--- src/rtl/ysyx_22040237_seq_ctrl_if.sv ---
// Handshake, decode-flag, strobe and status bundle between the NPC sequencer and the core datapath.
// master is the sequencer side; slave is the datapath/memory side.
interface ysyx_22040237_seq_ctrl_if;
    logic        start;
    logic        ifu_req;
    logic        ifu_ack;
    logic        inst_is_load;
    logic        inst_is_store;
    logic        inst_ebreak;
    logic        invalid_inst;
    logic        lsu_req;
    logic        lsu_ack;
    logic        ir_we;
    logic        rf_we;
    logic        pc_we;
    logic        halted;
    logic [1:0]  halt_code;
    logic [2:0]  state;
    logic [63:0] retire_cnt;

    modport master (
        input  start, ifu_ack, inst_is_load, inst_is_store, inst_ebreak, invalid_inst, lsu_ack,
        output ifu_req, lsu_req, ir_we, rf_we, pc_we, halted, halt_code, state, retire_cnt
    );

    modport slave (
        output start, ifu_ack, inst_is_load, inst_is_store, inst_ebreak, invalid_inst, lsu_ack,
        input  ifu_req, lsu_req, ir_we, rf_we, pc_we, halted, halt_code, state, retire_cnt
    );
endinterface

--- src/rtl/ysyx_22040237_seq_ctrl.sv ---
// Multi-cycle NPC sequencer: FETCH/DECODE/EXEC/[MEM]/WB with a memory-wait watchdog.
// Stops permanently on ebreak, illegal decode or watchdog expiry.
module ysyx_22040237_seq_ctrl #(
    parameter int TIMEOUT_W = 8,
    parameter int TIMEOUT   = 255
) (
    input  logic                       i_clk,
    input  logic                       i_rst,
    ysyx_22040237_seq_ctrl_if.master   bus
);
    typedef enum logic [2:0] {
        S_IDLE   = 3'd0,
        S_FETCH  = 3'd1,
        S_DECODE = 3'd2,
        S_EXEC   = 3'd3,
        S_MEM    = 3'd4,
        S_WB     = 3'd5,
        S_HALT   = 3'd6
    } state_t;

    localparam logic [TIMEOUT_W-1:0] TO_VAL = TIMEOUT_W'(TIMEOUT);

    state_t               r_state, w_state_nxt;
    logic                 r_mem_op, r_store_op;
    logic [TIMEOUT_W-1:0] r_wait_cnt;
    logic [1:0]           r_halt_code, w_halt_code_nxt;
    logic [63:0]          r_retire_cnt;
    logic                 w_wait_inc, w_latch_dec, w_timeout;

    assign w_timeout = (r_wait_cnt == TO_VAL);

    always_comb begin
        w_state_nxt     = r_state;
        w_halt_code_nxt = r_halt_code;
        w_wait_inc      = 1'b0;
        w_latch_dec     = 1'b0;
        case (r_state)
            S_IDLE:   if (bus.start) w_state_nxt = S_FETCH;
            S_FETCH: begin
                // an ack in the expiry cycle still wins over the watchdog
                if (bus.ifu_ack) w_state_nxt = S_DECODE;
                else if (w_timeout) begin
                    w_state_nxt     = S_HALT;
                    w_halt_code_nxt = 2'd3;
                end else w_wait_inc = 1'b1;
            end
            S_DECODE: begin
                if (bus.invalid_inst || (bus.inst_is_load && bus.inst_is_store)) begin
                    w_state_nxt     = S_HALT;
                    w_halt_code_nxt = 2'd2;
                end else if (bus.inst_ebreak) begin
                    w_state_nxt     = S_HALT;
                    w_halt_code_nxt = 2'd1;
                end else begin
                    w_state_nxt = S_EXEC;
                    w_latch_dec = 1'b1;
                end
            end
            S_EXEC:   w_state_nxt = r_mem_op ? S_MEM : S_WB;
            S_MEM: begin
                if (bus.lsu_ack) w_state_nxt = S_WB;
                else if (w_timeout) begin
                    w_state_nxt     = S_HALT;
                    w_halt_code_nxt = 2'd3;
                end else w_wait_inc = 1'b1;
            end
            S_WB:     w_state_nxt = S_FETCH;
            S_HALT:   w_state_nxt = S_HALT;
            default:  w_state_nxt = S_IDLE;
        endcase
    end

    always_ff @(posedge i_clk or negedge i_rst) begin
        if (!i_rst) begin
            r_state      <= S_IDLE;
            r_halt_code  <= 2'd0;
            r_mem_op     <= 1'b0;
            r_store_op   <= 1'b0;
            r_wait_cnt   <= '0;
            r_retire_cnt <= 64'd0;
        end else begin
            r_state     <= w_state_nxt;
            r_halt_code <= w_halt_code_nxt;
            if (w_latch_dec) begin
                r_mem_op   <= bus.inst_is_load | bus.inst_is_store;
                r_store_op <= bus.inst_is_store;
            end
            // counter only runs while waiting, so it is zero on every entry to FETCH/MEM
            r_wait_cnt <= w_wait_inc ? r_wait_cnt + 1'b1 : '0;
            if (r_state == S_WB) r_retire_cnt <= r_retire_cnt + 64'd1;
        end
    end

    assign bus.ifu_req    = (r_state == S_FETCH);
    assign bus.lsu_req    = (r_state == S_MEM);
    assign bus.ir_we      = (r_state == S_FETCH) & bus.ifu_ack;
    assign bus.pc_we      = (r_state == S_WB);
    assign bus.rf_we      = (r_state == S_WB) & ~r_store_op;
    assign bus.halted     = (r_state == S_HALT);
    assign bus.halt_code  = r_halt_code;
    assign bus.state      = r_state;
    assign bus.retire_cnt = r_retire_cnt;
endmodule

--- src/flat_wrapper.sv ---
// flat-port wrapper written by rule: the top's interface ports become plain ports
module ysyx_22040237_seq_ctrl_flat 
#(
    parameter int TIMEOUT_W = 8,
    parameter int TIMEOUT   = 255
)
  (i_clk, i_rst, bus_start, bus_ifu_ack, bus_inst_is_load, bus_inst_is_store, bus_inst_ebreak, bus_invalid_inst, bus_lsu_ack, bus_ifu_req, bus_lsu_req, bus_ir_we, bus_rf_we, bus_pc_we, bus_halted, bus_halt_code, bus_state, bus_retire_cnt);
  ysyx_22040237_seq_ctrl_if bus_i ();
  input  logic i_clk;
  input  logic i_rst;
  input wire logic [$bits(bus_i.start)-1:0] bus_start;
  input wire logic [$bits(bus_i.ifu_ack)-1:0] bus_ifu_ack;
  input wire logic [$bits(bus_i.inst_is_load)-1:0] bus_inst_is_load;
  input wire logic [$bits(bus_i.inst_is_store)-1:0] bus_inst_is_store;
  input wire logic [$bits(bus_i.inst_ebreak)-1:0] bus_inst_ebreak;
  input wire logic [$bits(bus_i.invalid_inst)-1:0] bus_invalid_inst;
  input wire logic [$bits(bus_i.lsu_ack)-1:0] bus_lsu_ack;
  output wire logic [$bits(bus_i.ifu_req)-1:0] bus_ifu_req;
  output wire logic [$bits(bus_i.lsu_req)-1:0] bus_lsu_req;
  output wire logic [$bits(bus_i.ir_we)-1:0] bus_ir_we;
  output wire logic [$bits(bus_i.rf_we)-1:0] bus_rf_we;
  output wire logic [$bits(bus_i.pc_we)-1:0] bus_pc_we;
  output wire logic [$bits(bus_i.halted)-1:0] bus_halted;
  output wire logic [$bits(bus_i.halt_code)-1:0] bus_halt_code;
  output wire logic [$bits(bus_i.state)-1:0] bus_state;
  output wire logic [$bits(bus_i.retire_cnt)-1:0] bus_retire_cnt;
  assign bus_i.start = bus_start;
  assign bus_i.ifu_ack = bus_ifu_ack;
  assign bus_i.inst_is_load = bus_inst_is_load;
  assign bus_i.inst_is_store = bus_inst_is_store;
  assign bus_i.inst_ebreak = bus_inst_ebreak;
  assign bus_i.invalid_inst = bus_invalid_inst;
  assign bus_i.lsu_ack = bus_lsu_ack;
  assign bus_ifu_req = bus_i.ifu_req;
  assign bus_lsu_req = bus_i.lsu_req;
  assign bus_ir_we = bus_i.ir_we;
  assign bus_rf_we = bus_i.rf_we;
  assign bus_pc_we = bus_i.pc_we;
  assign bus_halted = bus_i.halted;
  assign bus_halt_code = bus_i.halt_code;
  assign bus_state = bus_i.state;
  assign bus_retire_cnt = bus_i.retire_cnt;
  ysyx_22040237_seq_ctrl #(.TIMEOUT_W(TIMEOUT_W), .TIMEOUT(TIMEOUT)) u_core (.i_clk(i_clk), .i_rst(i_rst), .bus(bus_i));
endmodule
--- config.mk ---
export PLATFORM = sky130hd
export DESIGN_NAME = ysyx_22040237_seq_ctrl_flat
export DESIGN_NICKNAME = d
export VERILOG_FILES = /design/src/rtl/ysyx_22040237_seq_ctrl_if.sv /design/src/rtl/ysyx_22040237_seq_ctrl.sv /design/src/flat_wrapper.sv
export SDC_FILE = /design/constraint.sdc
export NUM_CORES = 1
export LEC_CHECK = 0
export CAP_MARGIN = 20
export CORE_MARGIN = 2
export CORE_UTILIZATION = 36
export CTS_CLUSTER_DIAMETER = 120
export DETAILED_ROUTE_END_ITERATION = 8
export SYNTH_ARGS = -nofsm -noshare
export SYNTH_HDL_FRONTEND = slang
export SYNTH_SLANG_ARGS = --single-unit
--- constraint.sdc ---
create_clock -name i_clk -period 2.45 [get_ports i_clk]
set_clock_uncertainty 0.15 [all_clocks]
set_input_delay 0.245 -clock i_clk [delete_from_list [all_inputs] [get_ports i_clk]]
set_output_delay 0.245 -clock i_clk [all_outputs]
set_load 0.01 [all_outputs]
==> qor.yml, run 1 <==
cts:
  numCtsBuffers: 9
  cts_tree: "done"
  cts.sinks: 79
  worst_skew_pair.late_latency_ns: 0.35
  cts_root_buf: "clkbuf_8"
  clkTransAtPathRegs_ns: 0.09
  htreeDepth: 3
  clock_path_buffers: 2
cells_and_area:
  nets: 474
  seqCellArea_mm2: 0.00198
  stdcell_count: 604
  drive_above_1_share: 0.0983
  n_antenna_cell: 0
  area_growth_pct: 35.8
  nFillCells: 984
  multiInputGateArea_mm2: 0.00178
synth:
  syn-num-nets: 370
  synth_top_area_cell: "dfrtp_1"
  synthAdderAreaFrac: 0.00659
  synth_top_cell_area_share: 0.521
  ys_seq_elements: 79
  synth_area_leaders: "dfrtp_1 (52%), xnor2_1 (8.3%), xor2_1 (7.4%), nand2_1 (4.1%), nand4_1 (3.8%)"
  synth_xor_area_frac: 0.161
  muxShareOfSynthArea: 0.00297
  ys_warn_count: 0
  synth_ff_type: "dfrtp_1"
  synth_seq_area_share: 0.521
  ys_types: 44
  async_flop_share: 1.00
  synth-simple-area-share: 0.271
  syn_area_mm2: 0.00380
  synth_compound_area_frac: 0.0264
  synth.most_common_cell: "dfrtp_1"
  netlist_top_cells_count: "dfrtp_1 (79), nand2_1 (41), xnor2_1 (36)"
  synth_edf_count: 0
  synth.avg_cell_area_um2: 10.6
  synth_cells: 359
  synth_top_family_by_area: "simple AND/OR/NAND/NOR gates"
timing:
  tightest_slew_ns: 0.460
  relSlewSlack: 0.694
  grt_setup_unrepaired: "false"
  fmax_mhz: 440
  setup_violations: 0
  finalWorstSetupSlack_ns: 0.178
  tns_ns: 0
  slew_violations: 0
  finalHoldViolations: 0
  finalCritPeriodShare: 0.927
  period_needed_ns: 2.27
route:
  routed_wl_mm: 8.88
  vias: 3016
  viasPerCell: 4.99
  ant_nets: 0
  drt_pass1_iterations: 4
  drt_iter0_drc: 103
  wl_per_cell_um: 14.7
  drc: 0
critical_path:
  critPathRequiredTime_ns: 2.54
  r2r_setup_slack_ns: 0.18
  rr_endpoint: "u_core.bus.retire_cnt[46]"
  critPathArrivalTime_ns: 2.36
  cp-end-kind: "flip-flop"
  startpoint: "u_core.bus.retire_cnt[1]"
  worst_r2r_path_depth: 6
  criticalPathCategory: "reg -> reg"
  rr_startpoint: "u_core.bus.retire_cnt[1]"
  start_kind: "flip-flop"
  cp_max_fo: 5
global_routing:
  grt.busiest_layer: "met2"
  grt_use_total: 0.164
  use_met2: 0.262
  grt_overflow: 0
  antenna_found_initial: 0
  grt_start_max_net_pins: 47
  grt_use_met1: 0.219
  first_global_vias: 2982
  grt_pass1_wl_mm: 14.8
  met3_usage: 0.0492
job:
  maxCapViolations: 0
die:
  die-area_mm2: 0.0114
  rows: 37
  die_h_um: 107
  initial_core_util: 0.369
  fp.dieW_um: 107
  coreArea_mm2: 0.0103
  ios: 84
placed_design:
  pre_cts_slack_ns: 0.158
  place_congestion: 0.799
  dp_cells: 585
  io_buffers: 83
  hpwl_mm: 6.60
power_and_ir_drop:
  power_density_mw_per_mm2: 686
  p_leak_nw: 2.25
  ir_worst_vdd_v: 0.000465
worst_hold_path:
  holdCritPathClass: "in -> async"
run_status:
  status: "completed"
through the flow:
step | area [um^2] | util | hold slack [ns] | power, mW
finish | 5150 | 0.502 | 0.232 | 3.53
CTS | 5130 | 0.500 | 0.252 | 3.58
global route | 5150 | 0.502 | 0.263 | 3.73
floorplan | 3800 | - | -0.201 | 1.97
global placement | 4880 | 0.475 | 0.0822 | 2.37
detailed placement | 4880 | 0.475 | 0.0799 | 2.38
area by class of cell:
cell class / instances / share of cell area
multi-input cells: 269 / 0.346
inverters: 5 / 0.00364
clock inverters: 6 / 0.0226
clock buffers: 10 / 0.0248
repair buffers: 99 / 0.187
flip-flops and latches: 79 / 0.383
well taps: 136 / 0.0330
kinds of logic (layout without fill, tap and decap cells):
kind of cell / Yosys count / in the layout
mux: 1 / 1
xor+xnor: 69 / 69
fa+ha+maj: 2 / 2
simple gates: 182 / 182
compound gates: 15 / 15
flops: 79 / 79
buf+inv: 11 / 120
state kept, by name (all words and copies together), names as in the netlist:
signal and cells:
u_core.bus.halt_code 2, u_core.bus.retire_cnt 64, u_core.bus.state 3, u_core.r_mem_op 1
u_core.r_store_op 1, u_core.r_wait_cnt 8
per-layer routing:
metal,up-vias,part of all wire
met2,66,0.48
met5,-,0
li1,1473,-
met4,0,0.012
met3,9,0.054
met1,1468,0.46
worst max-delay path, stage by stage (launching register included):
cell,delay [ns]
dfrtp_1,0.36
ha_1,0.18
nand3_1,0.15
nor4_4,0.45
nand4_4,0.19
or4_4,0.56
xnor2_2,0.14
how the worst max path moves through the flow:
| stage | to | cells after the start |
|---|---|---|
| 2_1_floorplan | u_core.bus.retire_cnt[46] | 6 |
| 3_3_place_gp | u_core.bus.retire_cnt[63] | 6 |
| 3_5_place_dp | u_core.bus.retire_cnt[63] | 6 |
| 4_1_cts | u_core.bus.retire_cnt[63] | 6 |
| 5_1_grt | bus_ir_we | 4 |
| 6_report | u_core.bus.retire_cnt[46] | 6 |
what timing repair did:
action / 4_1_cts / 5_1_grt
hold buffers: 1 / 0
setup endpoints to repair: 0 / 2
setup buffers: 0 / 2
gates resized for setup: 0 / 1
hold endpoints to repair: 33 / 0
cell usage in the layout (no fill, tap or decap), types with 2 or more instances in the layout:
master / n
nand4_1: 23
and2_1: 4
nor4_2: 3
bufinv_16: 3
buf_4: 15
nand3_1: 23
and4_1: 11
nor4_1: 9
clkdlybuf4s50_1: 82
clkbuf_8: 9
clkinv_4: 2
ha_1: 2
nor2_1: 32
a21oi_1: 4
nor3_1: 11
dfrtp_1: 79
and3_1: 6
or2_2: 3
nand2_1: 41
a31oi_1: 2
xor2_1: 32
xnor2_1: 36
inv_1: 5
nor3b_1: 3
o21ai_0: 2
where the power goes:
part | leakage (nW) | switching [mW] | total, mW | internal [mW]
Sequential | 1.08 | 0.0880 | 1.50 | 1.41
Clock | 0.121 | 0.494 | 1.18 | 0.685
Combinational | 1.04 | 0.428 | 0.859 | 0.432
Total | 2.25 | 1.01 | 3.53 | 2.53
Note: power is estimated with default switching activity, not from simulation.
==> run 2: changes to the inputs <==
Settings changed: CORE_UTILIZATION 36 to 40, PLACE_DENSITY set to 0.68.
==> qor.yml, run 2 (same netlist as run 1, synthesis figures left out) <==
cts:
  postCtsHoldBufs: 1
  clkTransAtPathRegs_ns: 0.08
  ctsResizeCount: 0
  htreeDepth: 3
  cts_root_buf: "clkbuf_8"
  worst_skew_pair.late_latency_ns: 0.34
  post_cts_buffers: 0
  numCtsBuffers: 9
  cts.sinks: 79
  clock_path_buffers: 2
  cts_tree: "done"
route:
  drt_iter0_drc: 89
  ant_nets: 0
  wl_per_cell_um: 14.8
  vias: 3009
  drt_pass1_iterations: 4
  viasPerCell: 5.07
  drc: 0
  routed_wl_mm: 8.75
cells_and_area:
  stdcell_count: 593
  n_antenna_cell: 0
  seqCellArea_mm2: 0.00198
  final_cell_mix: "clkdlybuf4s50_1 (82), dfrtp_1 (79), nand2_1 (41)"
  drive_above_1_share: 0.0884
  largest_reg_flops: 64
  nets: 471
  area_growth_pct: 33.3
  mostFrequentLayoutCell: "clkdlybuf4s50_1"
  multiInputGateArea_mm2: 0.00178
  nFillCells: 826
critical_path:
  critPathArrivalTime_ns: 2.43
  rr_startpoint: "u_core.bus.retire_cnt[12]"
  criticalPathCategory: "reg -> reg"
  critPathRequiredTime_ns: 2.57
  slowest_stage: "nor4_1"
  cpPeakStageDelay_ns: 0.48
  start_kind: "flip-flop"
  cp_max_fo: 6
  cp-end-kind: "flip-flop"
  path_cells: "nand4_1 -> nor3_2 -> buf_4 -> nand4_1 -> nor4_1 -> xor2_1"
  startpoint: "u_core.bus.retire_cnt[12]"
  crit_top_cell: "nand4_1"
global_routing:
  grt_overflow: 0
  grt_start_max_net_pins: 35
  met3_usage: 0.0345
  use_met2: 0.272
  antenna_found_initial: 0
  first_global_vias: 2871
  grt_use_met1: 0.251
  grt.busiest_layer: "met2"
  grt_use_total: 0.176
  grt_pass1_wl_mm: 14.3
worst_hold_path:
  holdCritPathClass: "in -> async"
timing:
  slew_violations: 0
  finalCritPeriodShare: 0.944
  finalHoldViolations: 0
  period_needed_ns: 2.31
  fmax_mhz: 432
  finalWorstSetupSlack_ns: 0.137
  relSlewSlack: 0.678
  tns_ns: 0
  tightest_slew_ns: 0.479
  setup_violations: 0
  grt_setup_unrepaired: "false"
die:
  initial_core_util: 0.411
  die_h_um: 101
  rows: 35
  ios: 84
  fp.dieW_um: 101
  coreArea_mm2: 0.00924
  die-area_mm2: 0.0103
job:
  maxCapViolations: 0
placed_design:
  hpwl_mm: 6.50
  io_buffers: 83
  dp_cells: 577
  pre_cts_slack_ns: 0.178
  place_congestion: 0.835
power_and_ir_drop:
  p_leak_nw: 2.20
  power_density_mw_per_mm2: 658
  ir_worst_vdd_v: 0.000483
run_status:
  status: "completed"
-- run 2: area by class of cell --
type	instances	area share
Clock inverter	3	0.00841
Tap cell	129	0.0319
Inverter	5	0.00371
Timing Repair Buffer	96	0.184
Multi-Input combinational cell	269	0.351
Sequential cell	79	0.391
Clock buffer	12	0.0307
-- run 2: worst max-delay path, delay by kind of cell, from the launching register on --
kind / cells / cell delay (ns)
XOR/XNOR: 1 / 0.19
buffers and inverters: 1 / 0.18
flip-flops: 1 / 0.44
AND/OR/NAND/NOR: 4 / 1.29
-- run 2: per-layer routing --
metal  routed length [um]  part of all wire
met1                 4330              0.49
met2                 3930              0.45
met3                  400             0.046
met4                   99             0.011
met5                    0                 0
-- run 2: path summary, 6_finish.rpt --
| check | to | slack [ns] | cells after the start |
|---|---|---|---|
| min | u_core.bus.retire_cnt[23] | 0.24 | 2 |
| max | u_core.bus.retire_cnt[63] | 0.14 | 6 |
| min reg2reg | u_core.bus.retire_cnt[63] | 0.32 | 1 |
| min in group i_clk | u_core.bus.retire_cnt[63] | 0.32 | 1 |
| max in group asynchronous | u_core.bus.retire_cnt[2] | 1.23 | 3 |
| max reg2reg | u_core.bus.retire_cnt[63] | 0.14 | 6 |
-- run 2: per-stage QoR --
stage / power, mW / util / hold slack, ns / area (um^2)
6_report: 3.33 / 0.547 / 0.236 / 5060
5_1_grt: 3.50 / 0.547 / 0.269 / 5060
4_1_cts: 3.36 / 0.547 / 0.251 / 5060
3_5_place_dp: 2.38 / 0.525 / 0.0771 / 4850
3_3_place_gp: 2.36 / 0.525 / 0.0725 / 4850
2_1_floorplan: 1.97 / - / -0.201 / 3800
-- run 2: power by group --
group          internal (mW)  switching, mW
Combinational          0.429          0.419
Sequential              1.41         0.0887
Clock                  0.520          0.463
